`config.mk`:
```
export PLATFORM = sky130hd
export DESIGN_NAME = control_timp
export DESIGN_NICKNAME = d
export VERILOG_FILES = /design/src/rtl/control_timp.sv
export SDC_FILE = /design/constraint.sdc
export NUM_CORES = 1
export LEC_CHECK = 0
export CORE_MARGIN = 2
export CORE_UTILIZATION = 55
export CTS_CLUSTER_DIAMETER = 120
export DETAILED_ROUTE_END_ITERATION = 10
export DONT_BUFFER_PORTS = 1
export PLACE_DENSITY = 0.81
export SYNTH_ARGS = -nofsm -noshare
export SYNTH_HDL_FRONTEND = slang
export SYNTH_SLANG_ARGS = --single-unit
```
`constraint.sdc`:
```
create_clock -name clock -period 2.1 [get_ports clock]
set_clock_uncertainty 0.1 [all_clocks]
set_input_delay 0.315 -clock clock [delete_from_list [all_inputs] [get_ports clock]]
set_output_delay 0.315 -clock clock [all_outputs]
set_load 0.01 [all_outputs]
```
`src/rtl/control_timp.sv`:
```
// control_timp: arbitrates two time-load requesters, validates and strobes the time into a counter, optional go-home alarm
// Ports: clock/reset (sync active-low); req1/req2 with ore1/min1, ore2/min2 request a load;
// load_1/load_2 strobe timp_ore1/timp_minute1 or timp_ore2/timp_minute2 into the counter;
// ack1/ack2/nack1/nack2 are one-cycle responses; busy is high outside IDLE;
// out_ore/out_minute is the counter's time, compared against the alarm time set via alarm_set/alarm_ore/alarm_minute.
// Macro ALARM_EN compiles in the alarm logic; without it alarm is tied low and the alarm inputs are ignored.
module control_timp #(
  parameter int HOLD_CYCLES = 2,
  parameter int MAX_ORE = 23,
  parameter int MAX_MIN = 59
) (
  input  logic       clock,
  input  logic       reset,
  input  logic       req1,
  input  logic       req2,
  input  logic [4:0] ore1,
  input  logic [4:0] ore2,
  input  logic [5:0] min1,
  input  logic [5:0] min2,
  output logic       ack1,
  output logic       ack2,
  output logic       nack1,
  output logic       nack2,
  output logic       load_1,
  output logic       load_2,
  output logic [4:0] timp_ore1,
  output logic [4:0] timp_ore2,
  output logic [5:0] timp_minute1,
  output logic [5:0] timp_minute2,
  input  logic [4:0] out_ore,
  input  logic [5:0] out_minute,
  input  logic       alarm_set,
  input  logic [4:0] alarm_ore,
  input  logic [5:0] alarm_minute,
  output logic       alarm,
  output logic       busy
);
  typedef enum logic [1:0] {IDLE, LOAD, HOLD, RESP} state_t;
  localparam logic [4:0] ORE_HI = 5'(MAX_ORE);
  localparam logic [5:0] MIN_HI = 6'(MAX_MIN);
  state_t state;
  logic prio2, who2, pick2, grant, ok;
  logic [2:0] cnt;
  logic [4:0] g_ore;
  logic [5:0] g_min;
  // prio2 set means requester 2 wins the next tie (requester 1 was granted last)
  always_comb begin
    pick2 = req2 & (~req1 | prio2);
    grant = req1 | req2;
    g_ore = pick2 ? ore2 : ore1;
    g_min = pick2 ? min2 : min1;
    ok = (g_ore <= ORE_HI) && (g_min <= MIN_HI);
  end
  always_ff @(posedge clock) begin
    if (!reset) begin
      state <= IDLE;
      prio2 <= 1'b0;
      who2 <= 1'b0;
      cnt <= '0;
      busy <= 1'b0;
      {load_1, load_2, ack1, ack2, nack1, nack2} <= '0;
      timp_ore1 <= '0;
      timp_ore2 <= '0;
      timp_minute1 <= '0;
      timp_minute2 <= '0;
    end else begin
      {load_1, load_2, ack1, ack2, nack1, nack2} <= '0;
      case (state)
        IDLE: if (grant) begin
          who2 <= pick2;
          prio2 <= ~pick2;
          busy <= 1'b1;
          if (ok) begin
            state <= LOAD;
            load_1 <= ~pick2;
            load_2 <= pick2;
            if (pick2) begin
              timp_ore2 <= g_ore;
              timp_minute2 <= g_min;
            end else begin
              timp_ore1 <= g_ore;
              timp_minute1 <= g_min;
            end
          end else begin
            state <= RESP;
            nack1 <= ~pick2;
            nack2 <= pick2;
          end
        end
        LOAD: begin
          state <= HOLD;
          cnt <= 3'(HOLD_CYCLES - 1);
        end
        HOLD: if (cnt == 3'd0) begin
          state <= RESP;
          ack1 <= ~who2;
          ack2 <= who2;
        end else cnt <= cnt - 3'd1;
        default: begin
          state <= IDLE;
          busy <= 1'b0;
        end
      endcase
    end
  end
`ifdef ALARM_EN
  logic [4:0] al_ore;
  logic [5:0] al_min;
  logic match, match_q;
  assign match = (out_ore == al_ore) && (out_minute == al_min);
  // only the rising edge of the match fires, and never while a load is settling
  always_ff @(posedge clock) begin
    if (!reset) begin
      al_ore <= 5'd17;
      al_min <= 6'd0;
      match_q <= 1'b0;
      alarm <= 1'b0;
    end else begin
      if (alarm_set && alarm_ore <= ORE_HI && alarm_minute <= MIN_HI) begin
        al_ore <= alarm_ore;
        al_min <= alarm_minute;
      end
      match_q <= match;
      alarm <= match & ~match_q & ~(state == LOAD || state == HOLD);
    end
  end
`else
  logic unused_alarm;
  assign unused_alarm = &{1'b0, alarm_set, alarm_ore, alarm_minute, out_ore, out_minute};
  assign alarm = 1'b0;
`endif
endmodule

```
Yosys cells after proc, flatten, opt, wreduce, memory -nomap -nowiden
Cells that the tools add are included.

Bits in registers: 36. Input port bits: 49. Output and inout port bits: 30. Logic and storage cells: 57.

Add/sub/neg operators: 1. Order comparisons: 2. Eq/ne operators: 5. Mux-type cells: 10. Bitwise gates (word level): 10. Reduce and logical (&&, ||, !) cells: 14.

Operator list (number): AND reduction 4 bit (3); AND reduction 2 bit (4); inverter 1 bit (7); <= comparator 6 bit (second input constant) (1); two-way mux 2 bit (3); two-way mux 6 bit (1); != test 2 bit (second input constant) (3); one-hot mux 2 bit (3 select lines) (1); one-hot mux 3 bit (2 select lines) (1); <= comparator 5 bit (second input constant) (1); two-way mux 5 bit (1); OR reduction 4 bit (1); zero test 3 bit (1); two-way mux 3 bit (1); AND reduction 3 bit (1); subtractor 3 x 1 -> 3 bit (second input constant) (1); == test 2 x 1 -> 1 bit (second input constant) (1); == test 2 bit (second input constant) (1); zero test 2 bit (1); OR 1 bit (2); one-hot mux 1 bit (2 select lines) (1); nonzero test 2 bit (1); OR reduction 2 bit (1); AND 1 bit (1); 2 further kinds (2).

Logic depth before layout (Yosys ltp)
Gate-level depths: netlist of the first run.

Depth in word-level cells: 9. Mapped depth: 8. Depth with buffers taken out: 6.

Least setup slack after synthesis of the first run
OpenSTA, ideal clock, no wires.

Path type: register to register. From: reg state[0]. To: reg timp_ore1[4]. Library setup time: 0.142 ns. Arrival time: 1.417 ns. Required time: 1.858 ns. Path slack: 0.441 ns. Cell stages (with the launch flop): 8. Path buffers: 2. Period minus slack after synthesis: 1.659 ns. Cells stage by stage: dfxtp_1 > inv_1 > ha_1 > buf_4 > nand2_2 > a2111oi_4 > buf_4 > a211oi_1.

Cells in the longest elaborated chain, start to end: 2.

RTL lines: start, declared (line 41) `state_t state;`; start signal, assigned (line 56) `state <= IDLE;`; start signal, assigned (line 74) `state <= LOAD;`; start signal, assigned (line 85) `state <= RESP;`; zero test 2 bit (line 68) `case (state)`; AND reduction 4 bit (no line); end signal, assigned (line 81) `timp_ore1 <= g_ore;`; end, declared (line 26) `output logic [4:0] timp_ore1,`.

Every way passes these cells. A chain may end at the register's enable or synchronous reset.

Worst setup path in the final report of the first run
From: reg state[1]. To: reg timp_minute1[5].

Cells in the longest elaborated chain, start to end: 2.

RTL lines: zero test 2 bit (line 68); AND reduction 4 bit (no line); end signal, assigned (line 82) `timp_minute1 <= g_min;`; end, declared (line 28) `output logic [5:0] timp_minute1,`.

Every way passes these cells.

==> metrics.yaml, run 1 <==
outcome: "complete, no violations"
synth-xor-area-share: 0
synth_fa_ha_area_frac: 0.0451
finalMaxSlewViolations: 0
maxCapViolCount: 0
path_max_fanout: 22
synth_compound_area_frac: 0.235
boundaryPins: 79
multi_input_area_um2: 847
tns_ps: 0
clock-sinks: 36
antenna_left: 0
critPathTopFamily: "compound AO/OA/AOI/OAI gates"
drtIter0Drc: 62
start_util: 0.593
startpoint_type: "register"
clk_pin_slew_ps: 110
grt_pass1_wl_um: 5440
fin_cells: 209
nFillCells: 246
n_antenna_cell: 0
firstDrtPassIters: 4
netlist_area_um2: 1660
fmax_ghz: 0.543
routedWlPerCell_um: 17.1
rows: 19
place_inst: 196
grt_util_all_layers: 0.210
path_cells: "inv_1 -> ha_1 -> nand2_2 -> a2111oi_4 -> buf_4 -> nor2_1 -> a211oi_1"
setup_viol: 0
cp.arrival_ps: 1990
fin_util: 0.641
ys_seq_area_frac: 0.433
vias_per_cell: 6.11
grt_pass1_vias: 1225
place_area_um2: 1670
drive_gt1_frac: 0.169
ctsResizeCount: 0
seqCellArea_um2: 721
die_h_um: 59.0
timing.slew.headroom: 0.422
antenna_found_initial: 0
p_leak_nw: 0.707
syn_nets: 228
finalHoldViolations: 0
worst_slack_ps: 260
clockRootBuffer: "clkbuf_4"
worst_ep_required_time_ps: 2250
num_vias: 1276
min-delay-path-class: "in -> reg"
critical_path_class: "reg -> reg"
place_congestion: 0.763
final_area_um2: 1800
core_area_um2: 2810
rsz0062_at_grt: "no"
power_mw: 2.04
cts_setup_buffers: 0
fin_crit_ps: 1840
post-place-ws_ps: 268
power_density_nw_per_um2: 1140
ctsHtreeMaxLevel: 2
clockBufferDepth: 2
grt_start_max_net_pins: 23
numPortBuffers: 0
postSynth.asyncResetShare: 0
die_x_um: 59.0
synthFlopType: "dfxtp_1"
drc_errors: 0
whs_ps: 15.2
synth_top_family_by_area: "compound AO/OA/AOI/OAI gates"
cts_tree: "built"
critPathMaxStageDelay_ps: 370
area_growth_pct: 7.97
irDropWorstVdd_v: 0.000607
cts_buffers: 5
ys_warn_count: 0
ys_types: 39
period_share: 0.876
nets: 232
muxShareOfSynthArea: 0.0917
netlist_instances: 173
clk-insertion-delay-late_ps: 340
ys_ff_latch: 36
path_buf_inv: 2
die_area_um2: 3480
syn_area_per_cell_um2: 9.62
dp_hpwl_um: 2650
grt_overflow: 0
yosys.area_share.simple: 0.135
critPathSlowestCell: "dfxtp_1"
tightest_slew_ps: 864
synth-edff-count: 0
endpoint_kind: "register"
drt-total-wl_um: 3580
==> cell families after synthesis <==
group,Yosys count
fa+ha+maj,6
other cells,1
mux,15
simple gates,45
flops,36
buf+inv,19
compound gates,51
==> layer usage <==
metal / wire length, µm / share of wire / track usage
met5: 0 / 0 / 0
met4: 35 / 0.0098 / 0.0682
met3: 340 / 0.095 / 0.107
met2: 1610 / 0.45 / 0.327
met1: 1590 / 0.44 / 0.253
==> repair_timing <==
item / in CTS / in global routing
setup endpoints to repair: 0 / 0
hold buffers: 3 / 2
hold endpoints to repair: 4 / 2
==> report_power, final <==
group	internal [mW]	leakage (nW)	switching, mW	total [mW]
Combinational	0.273	0.371	0.355	0.628
Clock	0.248	0.0412	0.230	0.478
Sequential	0.809	0.294	0.129	0.938
Total	1.33	0.707	0.713	2.04
==> final timing paths <==
path	from	to	slack, ps	depth (start not counted)
worst max-delay path	state[1]	timp_minute1[5]	260	7
worst min-delay path	ore2[2]	timp_ore2[2]	20	2
worst max register to register	state[1]	timp_minute1[5]	260	7
worst min register to register	who2	ack1	360	1
==> cells in the final DEF, fill, tap and decap left out, drive strengths merged, types with 2 or more instances in the layout <==
cell | Yosys | routed
a211oi | 11 | 11
a21oi | 17 | 17
and4 | 2 | 2
buf | 7 | 5
clkbuf | 6 | 5
dfxtp | 36 | 36
dlygate4sd3 | 0 | 5
ha | 6 | 6
inv | 6 | 6
mux2 | 2 | 2
mux2i | 13 | 13
nand2 | 3 | 3
nand3 | 12 | 12
nor2 | 18 | 18
nor3 | 3 | 3
o21ai | 12 | 12
o221a | 2 | 2
==> sequential cells by signal, summed over array words and instances, names as in the netlist <==
signal	flops
timp_minute2	6
timp_ore1	5
ack2	1
nack2	1
timp_minute1	6
busy	1
load_2	1
nack1	1
cnt	3
prio2	1
who2	1
timp_ore2	5
ack1	1
state	2
load_1	1
==> synthesized netlist by cell type, types with 2 or more instances <==
| master | n | area [µm²] |
|---|---|---|
| a211oi_1 | 2 | 15.0 |
| a211oi_2 | 9 | 113 |
| a21oi_1 | 17 | 85.1 |
| buf_2 | 2 | 10.0 |
| buf_4 | 4 | 30.0 |
| clkbuf_1 | 6 | 22.5 |
| dfxtp_1 | 36 | 721 |
| ha_1 | 6 | 75.1 |
| inv_1 | 6 | 22.5 |
| mux2_2 | 2 | 22.5 |
| mux2i_1 | 13 | 130 |
| nand2_1 | 2 | 7.51 |
| nand3_1 | 12 | 60.1 |
| nor2_1 | 18 | 67.6 |
| nor3_1 | 3 | 15.0 |
| o21ai_0 | 11 | 55.1 |
| o221a_2 | 2 | 22.5 |
==> cell type report <==
| class | count | share of cell area |
|---|---|---|
| clock buffer | 5 | 0.0209 |
| clock inverter | 3 | 0.0237 |
| inverter | 6 | 0.0125 |
| multi-input combinational | 118 | 0.471 |
| sequential | 36 | 0.401 |
| tap | 31 | 0.0216 |
| timing repair buffer | 10 | 0.0487 |
Note: power is estimated with default switching activity, not from simulation.
==> inputs of run 2 (changes only) <==
SETUP_SLACK_MARGIN = 0.5   (was unset)
==> run 2 against run 1 <==
  * Sequential power about the same
  * Combinational power is 42% higher
  * Die area stayed put
  * Fmax rose by 10%
  * Clock power is 18% lower
  * Critical path depth unchanged
  * Utilization up 4.4 points
  * First-iteration DRC count decreased by 6.5%
  * Clock-buffer cell count up 1
  * Critical path type unchanged
==> metrics.yaml, run 2 (synthesis results as in run 1) <==
switching_share: 0.362  # +0.0130
critPathMaxStageDelay_ps: 380  # about the same
critical_path_class: "reg -> reg"
power_mw: 2.22  # +8.6%
r2r_slack_ps: 430  # +170 ps
finalMaxSlewViolations: 0  # unchanged
vias_per_cell: 6.25  # +2.4%
reg2reg_from: "state[1]"
place_congestion: 0.779  # +2.0%
finalHoldViolations: 0  # unchanged
period_share: 0.796  # -0.0806
min_from: "min2[5]"
seqCellArea_um2: 723  # +0.35%
place_inst: 195  # -0.51%
num_vias: 1388  # +8.8%
rsz0062_at_grt: "yes"
drt-total-wl_um: 4040  # +13%
maxCapViolCount: 0  # unchanged
endpoint_kind: "register"
rr_worst_depth: 7  # unchanged
clockBufferDepth: 2  # unchanged
die_h_um: 59.0  # unchanged
final_common_cell: "dfxtp_1"
place_area_um2: 1680  # +0.75%
start_util: 0.593  # unchanged
multi_input_area_um2: 887  # +4.7%
core_area_um2: 2810  # unchanged
die_x_um: 59.0  # unchanged
path_buf_inv: 2  # unchanged
grt_pass1_wl_um: 6000  # +10%
grt_pass1_vias: 1292  # +5.5%
grt_start_max_net_pins: 24  # +4.3%
switching_power_mw: 0.803  # +13%
path_max_fanout: 6  # -73%
irDropWorstVdd_v: 0.000667  # +9.9%
antenna_left: 0  # unchanged
whs_ps: 9.02  # -6.22 ps
ctsHtreeMaxLevel: 2  # unchanged
power_density_nw_per_um2: 1160  # +1.6%
firstDrtPassIters: 4  # unchanged
combPwrFrac: 0.402  # +0.095
fin_cells: 222  # +6.2%
reg_top3: "timp_minute1 x6, timp_minute2 x6"
final_area_um2: 1920  # +6.9%
antenna_found_initial: 0  # unchanged
seq_power_share: 0.422  # -0.037
cp.arrival_ps: 1820  # -170 ps
clockRootBuffer: "clkbuf_4"
min_path_cells: 2  # unchanged
pwr-share-clk: 0.176  # -0.058
routedWlPerCell_um: 18.2  # +6.4%
cts_buffers: 5  # unchanged
outcome: "complete, no violations"
timing.slew.headroom: 0.471  # +0.0495
grt_overflow: 0  # unchanged
drc_errors: 0  # unchanged
final_cell_mix: "34 x dfxtp_1, 18 x buf_4, 17 x a21oi_1, 17 x nor2_1, 13 x mux2i_1"
tightest_slew_ps: 792  # -71.3 ps
area_growth_pct: 15.4
die_area_um2: 3480  # unchanged
p_leak_nw: 0.768  # +8.7%
setup_viol: 0  # unchanged
dp_hpwl_um: 2570  # -3.2%
numPortBuffers: 0  # unchanged
rows: 19  # unchanged
worst_ep_required_time_ps: 2250  # about the same
nFillCells: 223  # -9.3%
r2r_end: "timp_ore1[4]"
critPathSlowestCell: "a2111oi_4"
hold_path_end: "timp_minute2[5]"
intPower_mw: 1.42  # +6.4%
critPathTopFamily: "compound AO/OA/AOI/OAI gates"
boundaryPins: 79  # unchanged
clock-sinks: 36  # unchanged
grt_util_all_layers: 0.231  # +0.0205
startpoint_type: "register"
fin_crit_ps: 1670  # -169 ps
drtIter0Drc: 58  # -6.5%
tns_ps: 0  # unchanged
drive_gt1_frac: 0.293  # +0.125
clk-insertion-delay-late_ps: 340  # about the same
path_cells: "inv_2 -> ha_4 -> nand2_4 -> a2111oi_4 -> buf_6 -> nor2_2 -> a211oi_1"
fmax_ghz: 0.598  # +10%
nets: 245  # +5.6%
n_antenna_cell: 0  # unchanged
cts_tree: "built"
clk_pin_slew_ps: 110  # about the same
min-delay-path-class: "in -> reg"
run 2: metal layers:
layer | global-route usage | vias to the layer above | share of wire
met4 | 0.0649 | 0 | 0.016
met2 | 0.370 | 60 | 0.47
li1 | - | 655 | -
met5 | 0 | - | 0
met3 | 0.0917 | 10 | 0.076
met1 | 0.289 | 663 | 0.43
run 2: timing repair:
action                     CTS  global route
hold endpoints to repair     3             1
gates cloned                 2             0
hold buffers                 2             1
gates resized for setup      5             6
setup endpoints to repair   13            25
pin swaps                   15             4
setup buffers                8             6
run 2: area by class of cell:
cell class / instances / area share
Multi-Input combinational cell: 118 / 0.462
Sequential cell: 36 / 0.377
Timing Repair Buffer: 23 / 0.0977
Clock buffer: 6 / 0.0267
Tap cell: 31 / 0.0202
Inverter: 6 / 0.0117
Clock inverter: 2 / 0.00521
run 2: power groups by stage:
stage          registers (mW)  logic, mW  clock network (mW)
2_1_floorplan           0.934      0.570                   0
3_3_place_gp            0.953      0.601                   0
3_5_place_dp            0.958      0.638                   0
4_1_cts                 0.936      0.772               0.393
5_1_grt                 0.953      0.960               0.429
6_report                0.937      0.893               0.390
run 2: worst max-delay path by stage:
stage,startpoint,endpoint,slack [ps],depth (start not counted)
4_1_cts,state[1],timp_minute1[2],450,7
6_report,state[1],timp_ore1[4],430,7
3_3_place_gp,state[0],timp_minute1[5],430,7
3_5_place_dp,state[0],timp_ore1[4],350,7
2_1_floorplan,state[0],timp_ore1[4],500,7
5_1_grt,state[1],timp_ore1[3],380,7
run 2: stage by stage:
| stage | utilization | worst slack [ps] |
|---|---|---|
| finish | 0.685 | 429 |
| global route | 0.685 | 383 |
| detailed placement | 0.599 | 348 |
| CTS | 0.659 | 446 |
| global placement | 0.599 | 428 |
| floorplan | - | 502 |
